### config.mk
export PLATFORM = sky130hd
export DESIGN_NAME = criq_port_sched
export DESIGN_NICKNAME = d
export VERILOG_FILES = /design/src/rtl/criq_port_sched_pkg.sv /design/src/rtl/rr_arb2.sv /design/src/rtl/criq_port_sched.sv
export SDC_FILE = /design/constraint.sdc
export NUM_CORES = 1
export LEC_CHECK = 0
export BUFFER_PORTS_ARGS = -buffer_cell sky130_fd_sc_hd__buf_4
export CAP_MARGIN = 40
export CORE_MARGIN = 2
export CORE_UTILIZATION = 43
export CTS_CLUSTER_SIZE = 28
export DETAILED_ROUTE_END_ITERATION = 10
export PLACE_DENSITY = 0.9
export SYNTH_ARGS = -nofsm -noshare
export SYNTH_HDL_FRONTEND = slang
export SYNTH_SLANG_ARGS = --single-unit
export TNS_END_PERCENT = 100
### constraint.sdc
create_clock -name Clk -period 3.1 [get_ports Clk]
set_input_delay 0.62 -clock Clk [delete_from_list [all_inputs] [get_ports Clk]]
set_output_delay 0.62 -clock Clk [all_outputs]
set_load 0.005 [all_outputs]
### src/rtl/criq_port_sched_pkg.sv
// Shared definitions for the rename free-list port scheduler: FSM encoding,
// default geometry and the tag sequence the free-tag queue holds after a clean.
package criq_port_sched_pkg;

    typedef enum logic [1:0] {
        ST_INIT  = 2'd0,
        ST_RUN   = 2'd1,
        ST_FLUSH = 2'd2,
        ST_HOLD  = 2'd3
    } criq_state_e;

    localparam int CRIQWIDE_DEF = 5;
    localparam int CRIQDEEP_DEF = 8;

    // Entry i of a freshly cleaned queue holds tag 4*i+2 (2, 6, ..., 30).
    function automatic logic [CRIQWIDE_DEF-1:0] init_tag(input int idx);
        return CRIQWIDE_DEF'(4 * idx + 2);
    endfunction

endpackage

### src/rtl/rr_arb2.sv
// Two-request round-robin arbiter. The pointer names the lane that wins a tie;
// after any grant it moves to the lane that was not granted.
module rr_arb2 (
    input  logic       Clk,
    input  logic       Rest,
    input  logic       i_en,
    input  logic [1:0] i_req,
    output logic [1:0] o_gnt
);

    logic r_ptr;

    always_comb begin
        o_gnt = 2'b00;
        if (i_en) begin
            if (i_req == 2'b11) begin
                o_gnt = r_ptr ? 2'b10 : 2'b01;
            end else begin
                o_gnt = i_req;
            end
        end
    end

    always_ff @(posedge Clk or posedge Rest) begin
        if (Rest) begin
            r_ptr <= 1'b0;
        end else if (|o_gnt) begin
            r_ptr <= o_gnt[0];
        end
    end

endmodule

### src/rtl/criq_port_sched.sv
// Scheduler for the free-tag queue: arbitrates two allocation and two release
// lanes onto the single pop/push ports, sequences clean/hold and counts free tags.
module criq_port_sched
    import criq_port_sched_pkg::*;
#(
    parameter int CRIQWIDE = CRIQWIDE_DEF,
    parameter int CRIQDEEP = CRIQDEEP_DEF,
    parameter int CNTW     = 4,
    parameter int HOLD_CYC = 2
) (
    input  logic                Clk,
    input  logic                Rest,
    input  logic [1:0]          AllocReq,
    output logic [1:0]          AllocGnt,
    output logic [CRIQWIDE-1:0] AllocTag,
    input  logic [1:0]          RelReq,
    input  logic [CRIQWIDE-1:0] RelTag0,
    input  logic [CRIQWIDE-1:0] RelTag1,
    output logic [1:0]          RelGnt,
    input  logic                Flush,
    output logic                QRable,
    input  logic [CRIQWIDE-1:0] QPreOut,
    output logic                QWable,
    output logic [CRIQWIDE-1:0] QDin,
    output logic                QClean,
    input  logic                QFull,
    input  logic                QEmpty,
    output logic [CNTW-1:0]     FreeCount,
    output logic                Busy,
    output logic [1:0]          DbgState
);

    // Handshake: a request is accepted in the cycle its grant bit is high; an
    // ungranted release lane keeps RelReq and its tag stable until granted.
    criq_state_e     r_state;
    criq_state_e     w_state_nxt;
    logic [3:0]      r_hold_cnt;
    logic [CNTW-1:0] r_free_cnt;
    logic            w_clean;
    logic            w_run_ok;

    always_ff @(posedge Clk or posedge Rest) begin
        if (Rest) begin
            r_state <= ST_INIT;
        end else begin
            r_state <= w_state_nxt;
        end
    end

    always_comb begin
        w_state_nxt = r_state;
        w_clean     = 1'b0;
        case (r_state)
            ST_INIT, ST_FLUSH: begin
                w_clean     = 1'b1;
                w_state_nxt = ST_HOLD;
            end
            ST_HOLD: begin
                if (r_hold_cnt == 4'(HOLD_CYC - 1)) begin
                    w_state_nxt = ST_RUN;
                end
            end
            default: begin
            end
        endcase
        // A flush from any state restarts the clean and the hold period.
        if (Flush) begin
            w_state_nxt = ST_FLUSH;
        end
    end

    always_ff @(posedge Clk or posedge Rest) begin
        if (Rest) begin
            r_hold_cnt <= 4'd0;
        end else if (r_state != ST_HOLD) begin
            r_hold_cnt <= 4'd0;
        end else begin
            r_hold_cnt <= r_hold_cnt + 4'd1;
        end
    end

    assign w_run_ok = (r_state == ST_RUN) && !Flush;

    rr_arb2 u_alloc_arb (
        .Clk   (Clk),
        .Rest  (Rest),
        .i_en  (w_run_ok && !QEmpty),
        .i_req (AllocReq),
        .o_gnt (AllocGnt)
    );

    rr_arb2 u_rel_arb (
        .Clk   (Clk),
        .Rest  (Rest),
        .i_en  (w_run_ok && !QFull),
        .i_req (RelReq),
        .o_gnt (RelGnt)
    );

    assign QRable   = |AllocGnt;
    assign AllocTag = QPreOut;
    assign QWable   = |RelGnt;
    assign QDin     = RelGnt[1] ? RelTag1 : RelTag0;
    assign QClean   = w_clean;

    always_ff @(posedge Clk or posedge Rest) begin
        if (Rest) begin
            r_free_cnt <= '0;
        end else if (w_clean) begin
            r_free_cnt <= CNTW'(CRIQDEEP);
        end else if (QWable && !QRable) begin
            r_free_cnt <= r_free_cnt + CNTW'(1);
        end else if (QRable && !QWable) begin
            r_free_cnt <= r_free_cnt - CNTW'(1);
        end
    end

    assign FreeCount = r_free_cnt;
    assign Busy      = (r_state != ST_RUN);
    assign DbgState  = r_state;

endmodule

* After elaboration in Yosys (flattened, before gate mapping)
Index checks and enable logic that the tools add are counted.
Cells by class: reduce and logical (&&, ||, !) cells 17, add/sub/neg operators 3, equal/unequal tests 9, muxes and demuxes 15
Operator list (count):
- 2-bit two-way mux | 8
- 4-bit two-way mux | 4
- 4-bit by 1-bit adder with 4-bit output (second input constant) | 2
- 2-bit equality test (second input constant) | 4
- 3-bit nonzero test | 2
- 2-bit OR reduction | 3
- 1-bit logical AND | 5
- 1-bit zero test | 5
- 5-bit two-way mux | 1
- 4-bit by 1-bit equality test with 1-bit output (second input constant) | 1
- 2-bit one-hot mux with 2 select lines | 1
- 4-bit by 1-bit subtractor with 4-bit output (second input constant) | 1
- 3-bit inequality test (second input constant) | 1
- 2-bit by 1-bit equality test with 1-bit output (second input constant) | 1
- 2-bit zero test | 1
- 2-bit by 1-bit inequality test with 1-bit output (second input constant) | 1
- 2-bit inequality test (second input constant) | 1
- 2-bit AND reduction | 1
- 1-bit two-way mux | 1
Storage, ports and cells: bits of input ports 24, output and inout bits 24, register bits 12

* Depth between registers and ports, before layout
word-level depth 10, depth in mapped cells 8, gate-level depth less buffers 8

* By module
From an unflattened synthesis, not the netlist that was laid out.
Second synthesis, totals: cells, all modules 88, area, all modules 804.5 um^2
Modules (own cells, without submodules):
- criq_port_sched | cells each 70, instances 1, area an instance 674.4 um^2
- rr_arb2 | cells each 9, instances 2, area an instance 65.1 um^2

* Least setup slack after synthesis
Ideal clock, no wire load.
kind input-to-reg, start point in Flush, end point reg r_free_cnt[3] (netlist: FreeCount[3]), cell stages on the path 8, setup slack 487 ps, setup time 96 ps, arrival 2517 ps, path buffers 0, cell sequence or4b_4 nor2_4 o21ai_1 ha_1 a21oi_1 nand2_1 o211a_1 a311oi_2
Between the ends: elaborated cells between the ends (all ways) 15
RTL lines:
- from (decl) | line criq_port_sched.sv:20 | input logic Flush,
- 1-bit zero test (*) | line criq_port_sched.sv:82 | assign w_run_ok = (r_state == ST_RUN) && !Flush;
- 1-bit logical AND (*) | line criq_port_sched.sv:82
- 1-bit logical AND (*) | line criq_port_sched.sv:95 | .i_en (w_run_ok && !QFull),
- 2-bit two-way mux (*) | line rr_arb2.sv:15 | if (i_en) begin
- 2-bit OR reduction (*) | line criq_port_sched.sv:102 | assign QWable = |RelGnt;
- named net QWable | line criq_port_sched.sv:23 | output logic QWable,
- 1-bit logical AND / 1-bit zero test (equally long branches) | line criq_port_sched.sv:111, criq_port_sched.sv:113
- 4-bit two-way mux / 1-bit logical AND (equally long branches) | line criq_port_sched.sv:111, criq_port_sched.sv:113
- 4-bit two-way mux / 3-bit nonzero test (equally long branches)
- to (signal assigned) | line criq_port_sched.sv:110 | r_free_cnt <= CNTW'(CRIQDEEP);
- to (signal assigned) | line criq_port_sched.sv:112 | r_free_cnt <= r_free_cnt + CNTW'(1);
- to (signal assigned) | line criq_port_sched.sv:114 | r_free_cnt <= r_free_cnt - CNTW'(1);
- to (decl) | line criq_port_sched.sv:38 | logic [CNTW-1:0] r_free_cnt;
The timed path passes the listed nets; every way through them passes the cells marked *. A chain may end at the register's enable or synchronous reset.

* Worst setup path after layout
start point reg r_state[0] (netlist: DbgState[0]), end point out QDin[1]
Between the ends: cells in the longest elaborated chain, start to end 5
RTL lines:
- from (decl) | line criq_port_sched.sv:35 | criq_state_e r_state;
- from (signal assigned) | line criq_port_sched.sv:46 | r_state <= w_state_nxt;
- 2-bit by 1-bit equality test with 1-bit output | line criq_port_sched.sv:82
- 1-bit logical AND | line criq_port_sched.sv:82
- 1-bit logical AND | line criq_port_sched.sv:95
- 2-bit two-way mux | line rr_arb2.sv:15
- 5-bit two-way mux | line criq_port_sched.sv:103 | assign QDin = RelGnt[1] ? RelTag1 : RelTag0;
- to (decl) | line criq_port_sched.sv:24 | output logic [CRIQWIDE-1:0] QDin,
Every way passes these cells.

==> metrics <==
Longest Clk Path Bufs 2; share of cells above drive strength 1 42.1%; metal2 WL about 1100 um; top-area cell type share of the netlist area 35.1%; maximum fanout along the worst path 13; Syn Nets 120; residual antenna-violating net count after detailed routing 0; status finished, final reports clean; number of placement rows 16; drt first-iter violations 5; DRT Pass-1 Iters 4; source-to-sink clock delay at the later pin of the worst-skew pair 0.27 ns; final non-filler cell total around 150; Post-DP HPWL 1750 um; Gate power share 20.0%; Finish-stage setup viols 0; cell area after synthesis 855 um2; sequential cell area fraction in the yosys report 35.1%; M1 WL 819 um; remaining global-route overflow 0; required time at the worst-slack endpoint between 2 and 2.5 ns; average detailed-routed wire length per instance roughly 14 um; leakage power approximately 0.59 nW; clk sink count 12; post-route minimum period ~2.8 ns; count of warnings emitted by yosys 0; Hold Crit Class in -> async; post-CTS setup buffer count 0; Pint around 280 uW; total number of vias slightly below 800; post-synthesis cell type with the largest combined area sky130_fd_sc_hd__dfrtp_1; count of pins on the block boundary 48; final layout net count 156; core outline area slightly below 2000 um2; via count of the first global-routing pass ~800; setup repair after global routing missed its margin no; number of port buffers 37; worst-case headroom to the max-slew limit around two thirds; Post-Route WL about 2200 um; proportion of power drawn by the clock network 32.5%; Worst Hold Margin 0.354 ns; clock tree from TritonCTS done; setup skew after layout 0.00197 ns; most common cell after layout, fill and taps aside sky130_fd_sc_hd__buf_4; root buffer selected by CTS sky130_fd_sc_hd__clkbuf_4; wire length of the first global-routing pass roughly 3500 um; antenna violations before repair 0; weighted congestion reported at the end of routability-driven placement 0.738; count of cells resized by post-cts repair 0; total net switching power a little over 100 uW; H-Tree Depth 1; final hold violations 0; fraction of the cycle the final worst path needs 91.3%; placed insts about 150; category of the worst setup path launch point flip-flop; switching part of the total power 26.8%; starting utilization of the core area between 40% and 50%; worst slack at placement 0.185 ns; Final Slew Violations 0; die footprint 2360 um2; Hold Buf Count CTS 0; Mapped Avg Cell Area 9.39 um2; total power divided by cell area roughly 330 nW/um2; number of buffers created by CTS 3; cells on worst reg2reg path 8; post-detailed-route via-to-cell ratio between 5 and 6; number of register bits inferred by synthesis 12; largest net degree at the start of global routing 14; maximum achievable frequency 0.353 GHz; antenna cell count 0; residual DRC count 0; overall routing resource usage between 10% and 20%; Layout Utilization about three fifths; Total Neg Setup Slack 0 ns; transition time at the pin with the least slew margin about 0.47 ns; number of library cell types mapped by synthesis 28; Max rail drop VDD 305 uV; die extent in y 48.6 um; commonest non-fill, non-tap cells in the layout sky130_fd_sc_hd__buf_4 (37), sky130_fd_sc_hd__dfrtp_1 (12), sky130_fd_sc_hd__nand2_1 (11); detailed route wirelength on metal3 between 100 and 150 um; Max Used Layer met4; reported max-cap violation count 0; arrival time of the worst setup path around 2.2 ns; dominant cells by area after synthesis sky130_fd_sc_hd__dfrtp_1 (35%), sky130_fd_sc_hd__mux2_2 (6.6%), sky130_fd_sc_hd__ha_1 (5.9%); synthesis-to-finish area growth 35.7%; Worst Path Class, Setup reg -> out; Cells after Synth a little over 90; setup slack after layout around 0.27 ns; clock edge transition at the registers on the reported setup and hold paths ~0.080 ns; crit path capture type output port; Die W about 50 um; sequential cell fraction of total power 47.5%
==> Yosys cell counts, drive strengths merged <==
library cell  count
mux2              5
a311oi            1
nor4b             1
nand2            11
buf               6
mux2i             4
inv               9
a31oi             1
xor2              2
xnor2             2
nor2b             1
o21ai             4
nor3              1
o211a             1
and2              1
ha                4
nand3             4
nand2b            2
nor2             10
a211oi            1
dfrtp            12
a21oi             5
fa                1
or4b              2
==> registers in the layout, summed over array words and instances, names as in the netlist <==
name	count
u_rel_arb.r_ptr	1
DbgState	2
u_alloc_arb.r_ptr	1
r_hold_cnt	4
FreeCount	4
==> cell families (layout without fill, tap and decap cells) <==
logic type / after synthesis / after routing / share of synthesized area [%]
AO/OA/AOI/OAI: 13 / 13 / 10.4
XOR/XNOR: 4 / 4 / 4.98
adder cells (fa/ha/maj): 5 / 5 / 8.20
buffers and inverters: 15 / 50 / 8.93
flip-flops: 12 / 12 / 35.1
multiplexers: 9 / 9 / 11.3
AND/OR/NAND/NOR: 33 / 33 / 21.1
==> worst paths after layout <==
check	start	to	slack, ns
max	DbgState[0]	QDin[1]	0.27
min	Rest	r_hold_cnt[0]	0.35
max reg2reg	DbgState[0]	FreeCount[3]	0.33
min reg2reg	r_hold_cnt[0]	r_hold_cnt[0]	0.50
max in group asynchronous	Rest	FreeCount[3]	2.42
min in group Clk	r_hold_cnt[0]	r_hold_cnt[0]	0.50
==> metrics by stage <==
step	area [um2]	power, mW
floorplan	855	0.225
global placement	1120	0.256
detailed placement	1120	0.263
CTS	1160	0.388
global route	1160	0.407
finish	1160	0.385
==> layer usage <==
metal	GRT usage [%]	up-vias
met2	32.9	25
met4	15.7	0
met1	20.7	367
met5	0	-
met3	4.32	10
li1	-	372
==> layout make-up <==
class	instances	area [um2]
sequential	12	300
fill	176	762
inverter	9	33.8
multi-input combinational	64	478
timing repair buffer	37	278
clock buffer	4	36.3
tap	27	33.8
==> power by group through the flow <==
stage	Clock, mW	Sequential, mW	Combinational [mW]
4_1_cts	0.128	0.182	0.0777
5_1_grt	0.138	0.185	0.0846
6_report	0.125	0.183	0.0771
2_1_floorplan	0	0.181	0.0437
3_3_place_gp	0	0.184	0.0717
3_5_place_dp	0	0.186	0.0772
==> worst max-delay path, stage by stage, from the launching register on <==
cell,delay (ns)
sky130_fd_sc_hd__dfrtp_1,0.58
sky130_fd_sc_hd__nand2b_1,0.17
sky130_fd_sc_hd__nor3_1,0.37
sky130_fd_sc_hd__nand3_1,0.32
sky130_fd_sc_hd__mux2_2,0.36
sky130_fd_sc_hd__buf_4,0.14
Power figures use the tool's default switching activity.
